### config.mk
export PLATFORM = sky130hd
export DESIGN_NAME = ssd_scan_ctrl_flat
export DESIGN_NICKNAME = d
export VERILOG_FILES = /design/src/rtl/ssd_scan_ctrl_if.sv /design/src/rtl/ssd_scan_ctrl.sv /design/src/flat_wrapper.sv
export SDC_FILE = /design/constraint.sdc
export NUM_CORES = 1
export LEC_CHECK = 0
export BUFFER_PORTS_ARGS = -buffer_cell sky130_fd_sc_hd__buf_2
export CORE_ASPECT_RATIO = 0.8
export CORE_UTILIZATION = 50
export DETAILED_ROUTE_END_ITERATION = 10
export PLACE_DENSITY = 0.71
export SYNTH_ARGS = -nofsm -noshare
export SYNTH_HDL_FRONTEND = slang
export SYNTH_SLANG_ARGS = --single-unit
### constraint.sdc
create_clock -name clk -period 9.6 [get_ports clk]
set_input_delay 1.44 -clock clk [delete_from_list [all_inputs] [get_ports clk]]
set_output_delay 1.44 -clock clk [all_outputs]
set_load 0.05 [all_outputs]
### src/rtl/ssd_scan_ctrl_if.sv
// Display-word and board-pin bundle for the seven-segment scanner.
// master = datapath building the display word, slave = scanner driving AN/SD.
interface ssd_scan_ctrl_if #(
  parameter int DIGITS   = 8,
  parameter int PWM_BITS = 4
);
  localparam int IDX_W = (DIGITS > 1) ? $clog2(DIGITS) : 1;

  logic                  enable;
  logic [4*DIGITS-1:0]   data;
  logic [DIGITS-1:0]     dp_mask;
  logic [DIGITS-1:0]     blank_mask;
  logic [PWM_BITS-1:0]   brightness;
  logic [DIGITS-1:0]     an;
  logic [7:0]            seg;
  logic [IDX_W-1:0]      digit_idx;
  logic                  frame_start;

  modport master (
    output enable, data, dp_mask, blank_mask, brightness,
    input  an, seg, digit_idx, frame_start
  );

  modport slave (
    input  enable, data, dp_mask, blank_mask, brightness,
    output an, seg, digit_idx, frame_start
  );
endinterface

### src/rtl/ssd_scan_ctrl.sv
// Seven-segment scan scheduler: dead-time + PWM per digit, frame-shadowed inputs.
// Outputs registered (decision in cycle N on pins in N+1); no backpressure, free-running scan.
module ssd_scan_ctrl #(
  parameter int DIGITS       = 8,
  parameter int DIGIT_CYCLES = 12500,
  parameter int BLANK_CYCLES = 100,
  parameter int PWM_BITS     = 4
) (
  input  logic           clk,
  input  logic           rst_n,
  ssd_scan_ctrl_if.slave bus
);

  localparam int IDX_W   = (DIGITS > 1) ? $clog2(DIGITS) : 1;
  localparam int CNT_MAX = (DIGIT_CYCLES > BLANK_CYCLES) ? DIGIT_CYCLES : BLANK_CYCLES;
  localparam int CNT_W   = $clog2(CNT_MAX);

  localparam logic [CNT_W-1:0] DRIVE_LAST = CNT_W'(DIGIT_CYCLES - 1);
  localparam logic [CNT_W-1:0] BLANK_LAST = CNT_W'(BLANK_CYCLES - 1);
  localparam logic [IDX_W-1:0] IDX_LAST   = IDX_W'(DIGITS - 1);

  typedef enum logic [1:0] {IDLE, BLANK, DRIVE} state_e;

  typedef struct packed {
    logic [DIGITS-1:0][3:0] nib;
    logic [DIGITS-1:0]      dp;
    logic [DIGITS-1:0]      blank;
    logic [PWM_BITS-1:0]    bright;
  } shadow_t;

  state_e              state_q, state_d;
  logic [CNT_W-1:0]    cnt_q, cnt_d;
  logic [IDX_W-1:0]    idx_q, idx_d;
  logic [PWM_BITS-1:0] pwm_q, pwm_d;
  shadow_t             shadow_q, shadow_d;
  logic [DIGITS-1:0]   an_q, an_d;
  logic [7:0]          seg_q, seg_d;
  logic                frame_start_q, frame_start_d;
  logic                capture;

  // Active-low {dp, g..a} with dp off.
  function automatic logic [7:0] hex_decode(input logic [3:0] n);
    case (n)
      4'h0: hex_decode = 8'hC0;
      4'h1: hex_decode = 8'hF9;
      4'h2: hex_decode = 8'hA4;
      4'h3: hex_decode = 8'hB0;
      4'h4: hex_decode = 8'h99;
      4'h5: hex_decode = 8'h92;
      4'h6: hex_decode = 8'h82;
      4'h7: hex_decode = 8'hF8;
      4'h8: hex_decode = 8'h80;
      4'h9: hex_decode = 8'h90;
      4'hA: hex_decode = 8'h88;
      4'hB: hex_decode = 8'h83;
      4'hC: hex_decode = 8'hC6;
      4'hD: hex_decode = 8'hA1;
      4'hE: hex_decode = 8'h86;
      default: hex_decode = 8'h8E;
    endcase
  endfunction

  always_comb begin
    state_d       = state_q;
    cnt_d         = cnt_q;
    idx_d         = idx_q;
    pwm_d         = pwm_q;
    shadow_d      = shadow_q;
    capture       = 1'b0;
    an_d          = '1;
    seg_d         = 8'hFF;

    if (!bus.enable) begin
      state_d = IDLE;
      cnt_d   = '0;
      idx_d   = '0;
      pwm_d   = '0;
    end else begin
      case (state_q)
        IDLE: begin
          state_d = BLANK;
          cnt_d   = '0;
          idx_d   = '0;
          capture = 1'b1;
        end
        BLANK: begin
          if (cnt_q == BLANK_LAST) begin
            state_d = DRIVE;
            cnt_d   = '0;
            pwm_d   = '0;
          end else begin
            cnt_d = cnt_q + 1'b1;
          end
        end
        DRIVE: begin
          pwm_d = pwm_q + 1'b1;
          if (cnt_q == DRIVE_LAST) begin
            state_d = BLANK;
            cnt_d   = '0;
            if (idx_q == IDX_LAST) begin
              idx_d   = '0;
              capture = 1'b1;
            end else begin
              idx_d = idx_q + 1'b1;
            end
          end else begin
            cnt_d = cnt_q + 1'b1;
          end
        end
        default: state_d = IDLE;
      endcase
    end

    // Shadow load coincides with the frame_start edge so a frame never mixes old/new inputs.
    if (capture) begin
      shadow_d.nib    = bus.data;
      shadow_d.dp     = bus.dp_mask;
      shadow_d.blank  = bus.blank_mask;
      shadow_d.bright = bus.brightness;
    end
    frame_start_d = capture;

    // Pins follow the next state so they line up with the state register.
    if (state_d == DRIVE) begin
      seg_d = hex_decode(shadow_q.nib[idx_d]) & {~shadow_q.dp[idx_d], 7'h7F};
      if (!shadow_q.blank[idx_d] &&
          ((&shadow_q.bright) || (pwm_d < shadow_q.bright))) begin
        an_d[idx_d] = 1'b0;
      end
    end
  end

  always_ff @(posedge clk or negedge rst_n) begin
    if (!rst_n) begin
      state_q       <= IDLE;
      cnt_q         <= '0;
      idx_q         <= '0;
      pwm_q         <= '0;
      shadow_q      <= '0;
      an_q          <= '1;
      seg_q         <= 8'hFF;
      frame_start_q <= 1'b0;
    end else begin
      state_q       <= state_d;
      cnt_q         <= cnt_d;
      idx_q         <= idx_d;
      pwm_q         <= pwm_d;
      shadow_q      <= shadow_d;
      an_q          <= an_d;
      seg_q         <= seg_d;
      frame_start_q <= frame_start_d;
    end
  end

  assign bus.an          = an_q;
  assign bus.seg         = seg_q;
  assign bus.digit_idx   = idx_q;
  assign bus.frame_start = frame_start_q;

endmodule
### src/flat_wrapper.sv
// flat-port wrapper written by rule: the top's interface ports become plain ports
module ssd_scan_ctrl_flat 
#(
  parameter int DIGITS       = 8,
  parameter int DIGIT_CYCLES = 12500,
  parameter int BLANK_CYCLES = 100,
  parameter int PWM_BITS     = 4
)
  (clk, rst_n, bus_enable, bus_data, bus_dp_mask, bus_blank_mask, bus_brightness, bus_an, bus_seg, bus_digit_idx, bus_frame_start);
  ssd_scan_ctrl_if #(.DIGITS(DIGITS), .PWM_BITS(PWM_BITS)) bus_i ();
  input  logic clk;
  input  logic rst_n;
  input wire logic [$bits(bus_i.enable)-1:0] bus_enable;
  input wire logic [$bits(bus_i.data)-1:0] bus_data;
  input wire logic [$bits(bus_i.dp_mask)-1:0] bus_dp_mask;
  input wire logic [$bits(bus_i.blank_mask)-1:0] bus_blank_mask;
  input wire logic [$bits(bus_i.brightness)-1:0] bus_brightness;
  output wire logic [$bits(bus_i.an)-1:0] bus_an;
  output wire logic [$bits(bus_i.seg)-1:0] bus_seg;
  output wire logic [$bits(bus_i.digit_idx)-1:0] bus_digit_idx;
  output wire logic [$bits(bus_i.frame_start)-1:0] bus_frame_start;
  assign bus_i.enable = bus_enable;
  assign bus_i.data = bus_data;
  assign bus_i.dp_mask = bus_dp_mask;
  assign bus_i.blank_mask = bus_blank_mask;
  assign bus_i.brightness = bus_brightness;
  assign bus_an = bus_i.an;
  assign bus_seg = bus_i.seg;
  assign bus_digit_idx = bus_i.digit_idx;
  assign bus_frame_start = bus_i.frame_start;
  ssd_scan_ctrl #(.DIGITS(DIGITS), .DIGIT_CYCLES(DIGIT_CYCLES), .BLANK_CYCLES(BLANK_CYCLES), .PWM_BITS(PWM_BITS)) u_core (.clk(clk), .rst_n(rst_n), .bus(bus_i));
endmodule
==> results.txt, run 1 <==
CP startpoint kind = flip-flop
largest net degree at the start of global routing = 48
n_diodes = 0
Bufs and invs on worst path = 2
clock root cell = clkbuf_16
status = finished, final reports clean
YS warnings = 0
critical path, cell by cell = inv_1 > ha_1 > and3_4 > nand4_1 > mux2i_2 > mux2i_1 > o211ai_1 > a21oi_1 > inv_1 > ha_1 > mux2_2 > nand2_1 > o211ai_1
net count after synthesis = 547
asr flop ratio synth = 100%
Final Hold Viols = 0
die area = 10300 um^2
max cap viols = 0
gr usage total = 23.5%
clock latency on the worst-skew pair = 0.34 ns
share of layout cells above drive strength 1 = 30.2%
number of remaining DRC errors = 0
global-route wire length before repair = 19.0 mm
Vias = 3877
initial antenna violation count = 0
shortest period the worst path allows = 4.16 ns
hold-fix buffers at CTS = 0
Slew headroom = 45.1%
Max VDD drop = 98.0 uV
Starting Density = 51.4%
most common cell after layout, fill and taps aside = dfrtp_1
synthesized flop and latch total = 92
crit-path max FO = 13
end-of-flow core utilization = 59.2%
overall routed net length = 11.5 mm
Vias per Instance = 5.68
Static Leak = 2.49 nW
number of routed nets with antenna violations = 0
Final Max Tran Viols = 0
DRC marker count from the first detailed-route iteration = 238
GPL Wtd Cong = 0.828
hold path start = u_core.shadow_q[8]
register area share after synthesis = 46.8%
r2r worst-path depth = 13
TNS Setup = 0 ns
FILL cells = 838
total CTS buffers = 9
Max Clock Skew = 0.00526 ns
# H-tree levels = 3
post-CTS setup buffer count = 0
Crit. path cell count = 13
total gr overflow = 0
Post-DP HPWL = 8.30 mm
CP Capture Type = flip-flop
fmax = 0.240 GHz
CTS Buffer Depth = 2
syn avg cell area = 10.4 um^2
CP required = 9.84 ns
first-pass iteration count of the detailed router = 5
Core Region = 9650 um^2
Tightest Pin Transition = 0.824 ns
worst hold path type = reg -> reg
chip height = 91.1 um
crit path from = u_core.state_q[0]
Top Family by Delay on Critical Path = multiplexers
cells after synthesis = 477
Clock Sinks = 92
power density over cell area = 162 nW/um^2
RSZ-0062 raised after global routing = no
Synth Cell Area = 4960 um^2
critical path type = reg -> reg
worst hold stages = 1
fin crit share = 43.4%
Clock Pin Slew Worst Setup and Hold Paths = 0.06 ns
FF-to-FF Start = u_core.state_q[0]
Die Width = 113 um
Core Rows = 32
ys flop type = dfrtp_1
data arrival time of the critical path = 4.41 ns
Slowest-stage cell, CP = mux2i_2
number of enable flip-flop cells after synthesis = 0
drt wl/cell = 16.8 um
P&R area growth vs syn = 15.2%
I/O pin cnt = 75
most frequent cells in the layout = dfrtp_1 (76), buf_2 (73), nand2_1 (49)
Layout Nets = 612
input/output buffers = 74
Multi-input gate area = 2440 um^2
Synth cell types = 64
# resized after CTS = 0
register area = 2320 um^2
Final setup violation count = 0
vias in the first global route = 3769
CTS tree = yes
Crit path largest cell delay = 0.72 ns
final cells by class:
class	instances	share of cell area, %
inverters	21	1.38
flip-flops and latches	92	40.7
multi-input cells	341	42.7
repair buffers	77	6.93
clock inverters	3	0.745
well taps	136	2.98
clock buffers	13	4.56
stage by stage:
stage | cell area [um^2] | power [mW] | hold slack, ns | cells | worst slack, ns
after CTS | 5710 | 0.935 | 0.505 | 683 | 5.49
after global placement | 5410 | 0.566 | 0.471 | 667 | 5.60
after detailed placement | 5410 | 0.573 | 0.495 | 667 | 5.46
after global routing | 5710 | 0.966 | 0.516 | 683 | 5.13
final | 5710 | 0.927 | 0.499 | 683 | 5.44
after floorplan | 4960 | 0.528 | 0.436 | 477 | 6.18
path summary, 6_finish.rpt:
| path | slack [ns] | endpoint |
|---|---|---|
| worst max-delay path | 5.44 | u_core.bus.seg[5] |
| worst min-delay path | 0.50 | u_core.bus.an[4] |
| worst max register to register | 5.44 | u_core.bus.seg[5] |
| worst min register to register | 0.50 | u_core.bus.an[4] |
| max in group asynchronous | 7.51 | u_core.cnt_q[7] |
| min in group asynchronous | 1.10 | u_core.shadow_q[41] |
kinds of logic after synthesis:
| group | after synthesis | share of synthesized area, % |
|---|---|---|
| simple gates | 153 | 16.9 |
| compound gates | 105 | 13.4 |
| flops | 92 | 46.8 |
| mux | 66 | 14.6 |
| buf+inv | 44 | 4.09 |
| fa+ha+maj | 15 | 3.79 |
| xor+xnor | 2 | 0.353 |
cells in the mapped netlist (8+ instances only):
cell type	n	share of area [%]
nand3_1	19	1.9
a21oi_1	16	1.6
dfstp_2	16	8.5
inv_1	20	1.5
nor2_1	21	1.6
nand2_1	49	3.7
dfrtp_1	76	38
mux2_2	48	11
clkbuf_1	14	1.1
and3_1	8	1.0
ha_1	15	3.8
o21ai_0	47	4.7
mux2i_1	17	3.4
power breakdown:
part	internal (mW)	switching, mW	leakage, nW	total, mW
logic	0.0571	0.0655	1.23	0.123
clock network	0.217	0.144	0.151	0.360
registers	0.423	0.0211	1.11	0.444
total	0.697	0.231	2.49	0.927
state kept, by name, summed over array words and instances, names as in the netlist:
register                count
u_core.cnt_q               14
u_core.bus.frame_start      1
u_core.shadow_q            52
u_core.bus.seg              8
u_core.state_q              2
u_core.bus.digit_idx        3
u_core.bus.an               8
u_core.pwm_q                4
routing by layer:
metal	track usage (%)	share of wire [%]
met1	34.2	49
met2	34.8	44
met3	5.81	6.1
met4	6.47	0.97
met5	0	0
No activity file was read; power rests on OpenSTA's default activity.
==> inputs of run 2 (changes only) <==
Settings changed: ABC_AREA from default to 1, PLACE_DENSITY 0.71 to 0.74.
Clock period 9.6 ns to 3.4 ns, I/O delays scaled along.
==> run 2 against run 1 <==
Sequential share of layout area hardly changed; synthesized area is 0.98% higher; sequential power grew to 2.9 times the previous value; largest power group unchanged; largest cell class is now registers; first-iteration DRC count grew 25%; via count rose by 14%.
==> results.txt, run 2 <==
critical path type = reg -> reg
Bufs and invs on worst path = 1
overall routed net length = 11.5 mm
top cells by count, synth = nand2_1 (265), dfrtp_1 (76), inv_1 (52)
Clock Sinks = 92
power density over cell area = 463 nW/um^2
Core Region = 9690 um^2
total gr overflow = 0
clock root cell = clkbuf_16
max FFs per register = 52
Crit. path cell count = 17
most frequent cells in the layout = nand2_1 (265), dfrtp_1 (76), buf_2 (73)
crit path from = u_core.bus.digit_idx[0]
Power Total = 2.64 mW
input/output buffers = 74
Post-DP HPWL = 8.16 mm
number of enable flip-flop cells after synthesis = 0
synth top area cells = dfrtp_1 (38%), nand2_1 (20%), dfstp_2 (8.4%)
number of routed nets with antenna violations = 0
initial antenna violation count = 0
Largest Register = u_core.shadow_q
register area share after synthesis = 46.4%
Layout Nets = 782
Core Rows = 32
global-route wire length before repair = 19.9 mm
critical path, cell by cell = ha_1 > ha_1 > or2_2 > nand3_4 > nand3_4 > nand2_1 > nand2_1 > nand2_1 > nand2_1 > nand2_1 > nand2_1 > inv_2 > ha_1 > nand3_1 > nor2_1 > nor2_1 > nand2_1
R2R Setup Slk = 0.44 ns
FF-to-FF Start = u_core.bus.digit_idx[0]
Synth Cell Area = 5010 um^2
area leader, netlist = dfrtp_1
Top Family by Delay on Critical Path = simple AND/OR/NAND/NOR gates
YS warnings = 0
share of layout cells above drive strength 1 = 20.4%
met1 wire length = 5.75 mm
n_diodes = 0
first-pass iteration count of the detailed router = 7
number of remaining DRC errors = 0
Tightest Pin Transition = 0.993 ns
drt wl/cell = 13.5 um
Vias per Instance = 5.16
status = finished, final reports clean
CP Capture Type = flip-flop
# H-tree levels = 3
hold-fix buffers at CTS = 0
Top Layer Used = met4
Regs by FF count = u_core.shadow_q x52, u_core.cnt_q x14
Die Width = 114 um
Crit path largest cell delay = 0.41 ns
top-count cell post-synth = nand2_1
fin crit share = 87.0%
max cap viols = 0
Yosys top cell area share = 38.0%
Max VDD drop = 314 uV
asr flop ratio synth = 100%
post-CTS setup buffer count = 0
worst hold path type = in -> async
net count after synthesis = 717
CP startpoint kind = flip-flop
Final Hold Viols = 0
RSZ-0062 raised after global routing = no
data arrival time of the critical path = 3.24 ns
gr usage total = 24.3%
synthesized flop and latch total = 92
Starting Density = 51.7%
Max Clock Skew = 0.0114 ns
syn avg cell area = 7.74 um^2
area post-placement = 5440 um^2
CP required = 3.68 ns
CP most frequent cell = nand2_1
Vias = 4402
Slew headroom = 33.8%
fmax = 0.338 GHz
met2 routed WL = 4.99 mm
cells after synthesis = 647
CTS tree = yes
P&R area growth vs syn = 14.0%
Static Leak = 2.93 nW
shortest period the worst path allows = 2.96 ns
clock latency on the worst-skew pair = 0.35 ns
FILL cells = 930
# resized after CTS = 0
TNS Setup = 0 ns
I/O pin cnt = 75
Final Max Tran Viols = 0
DRC marker count from the first detailed-route iteration = 297
crit-path max FO = 34
CTS Buffer Depth = 2
Synth cell types = 40
most common cell after layout, fill and taps aside = nand2_1
Final setup violation count = 0
r2r worst-path depth = 17
die area = 10400 um^2
Clock Pin Slew Worst Setup and Hold Paths = 0.06 ns
total CTS buffers = 9
Hold Slack = 0.334 ns
Non-Filler Cell Area, Final = 5710 um^2
Slowest-stage cell, CP = dfrtp_1
ys flop type = dfrtp_1
end-of-flow core utilization = 58.9%
met3 WL = 590 um
FF-to-FF End = u_core.bus.seg[4]
GPL Wtd Cong = 0.854
chip height = 91.5 um
largest net degree at the start of global routing = 80
vias in the first global route = 4201
[run 2: changes by cell type after synthesis, moves of 8 or more]
cell,delta
nand2_1,+216
mux2_2,-48
inv_1,+32
nand4_1,+22
o21ai_0,-15
mux2i_1,-14
nand2_2,+10
nor2_1,+9
and3_1,-8
inv_2,+8
nand3_1,+8
[run 2: worst max-delay path by stage]
stage and to:
2_1_floorplan u_core.bus.seg[3], 3_3_place_gp u_core.bus.seg[4], 3_5_place_dp u_core.bus.seg[4], 4_1_cts u_core.bus.seg[4], 5_1_grt u_core.bus.seg[4], 6_report u_core.bus.seg[4]
[run 2: worst reg2reg max path: stages, from the launching register on]
cell and delay [ns]:
dfrtp_1 0.41, ha_1 0.22, ha_1 0.19, or2_2 0.30
nand3_4 0.21, nand3_4 0.35, nand2_1 0.18, nand2_1 0.06
nand2_1 0.06, nand2_1 0.05, nand2_1 0.05, nand2_1 0.14
inv_2 0.11, ha_1 0.20, nand3_1 0.12, nor2_1 0.11
nor2_1 0.04, nand2_1 0.08
[run 2: metrics by stage]
step / cells / setup WS (ns)
finish: 853 / 0.443
global route: 853 / 0.125
CTS: 853 / 0.466
detailed placement: 837 / 0.489
global placement: 837 / 0.619
floorplan: 647 / 0.721
[run 2: layout make-up]
cell class	instances	area [um^2]	share of cell area, %
repair buffers	79	410	7.19
well taps	136	170	2.98
multi-input cells	467	2300	40.2
inverters	63	239	4.19
clock inverters	7	42.5	0.746
flip-flops and latches	92	2320	40.7
clock buffers	9	225	3.95
[run 2: report_power, final]
part,leakage (nW),total (mW),internal [mW],switching [mW]
registers,1.14,1.28,1.22,0.0674
logic,1.65,0.444,0.157,0.288
clock network,0.139,0.915,0.492,0.423
[run 2: metal layers]
| layer | GRT usage, % | vias up |
|---|---|---|
| met5 | 0 | - |
| met4 | 7.47 | 0 |
| met1 | 34.5 | 2051 |
| li1 | - | 2209 |
| met2 | 37.0 | 128 |
| met3 | 5.41 | 14 |
[run 2: logic make-up after synthesis]
family | Yosys count | synth area share (%)
compound gates | 59 | 6.70
simple gates | 387 | 34.3
buf+inv | 88 | 7.75
mux | 3 | 0.600
xor+xnor | 3 | 0.525
fa+ha+maj | 15 | 3.75
flops | 92 | 46.4
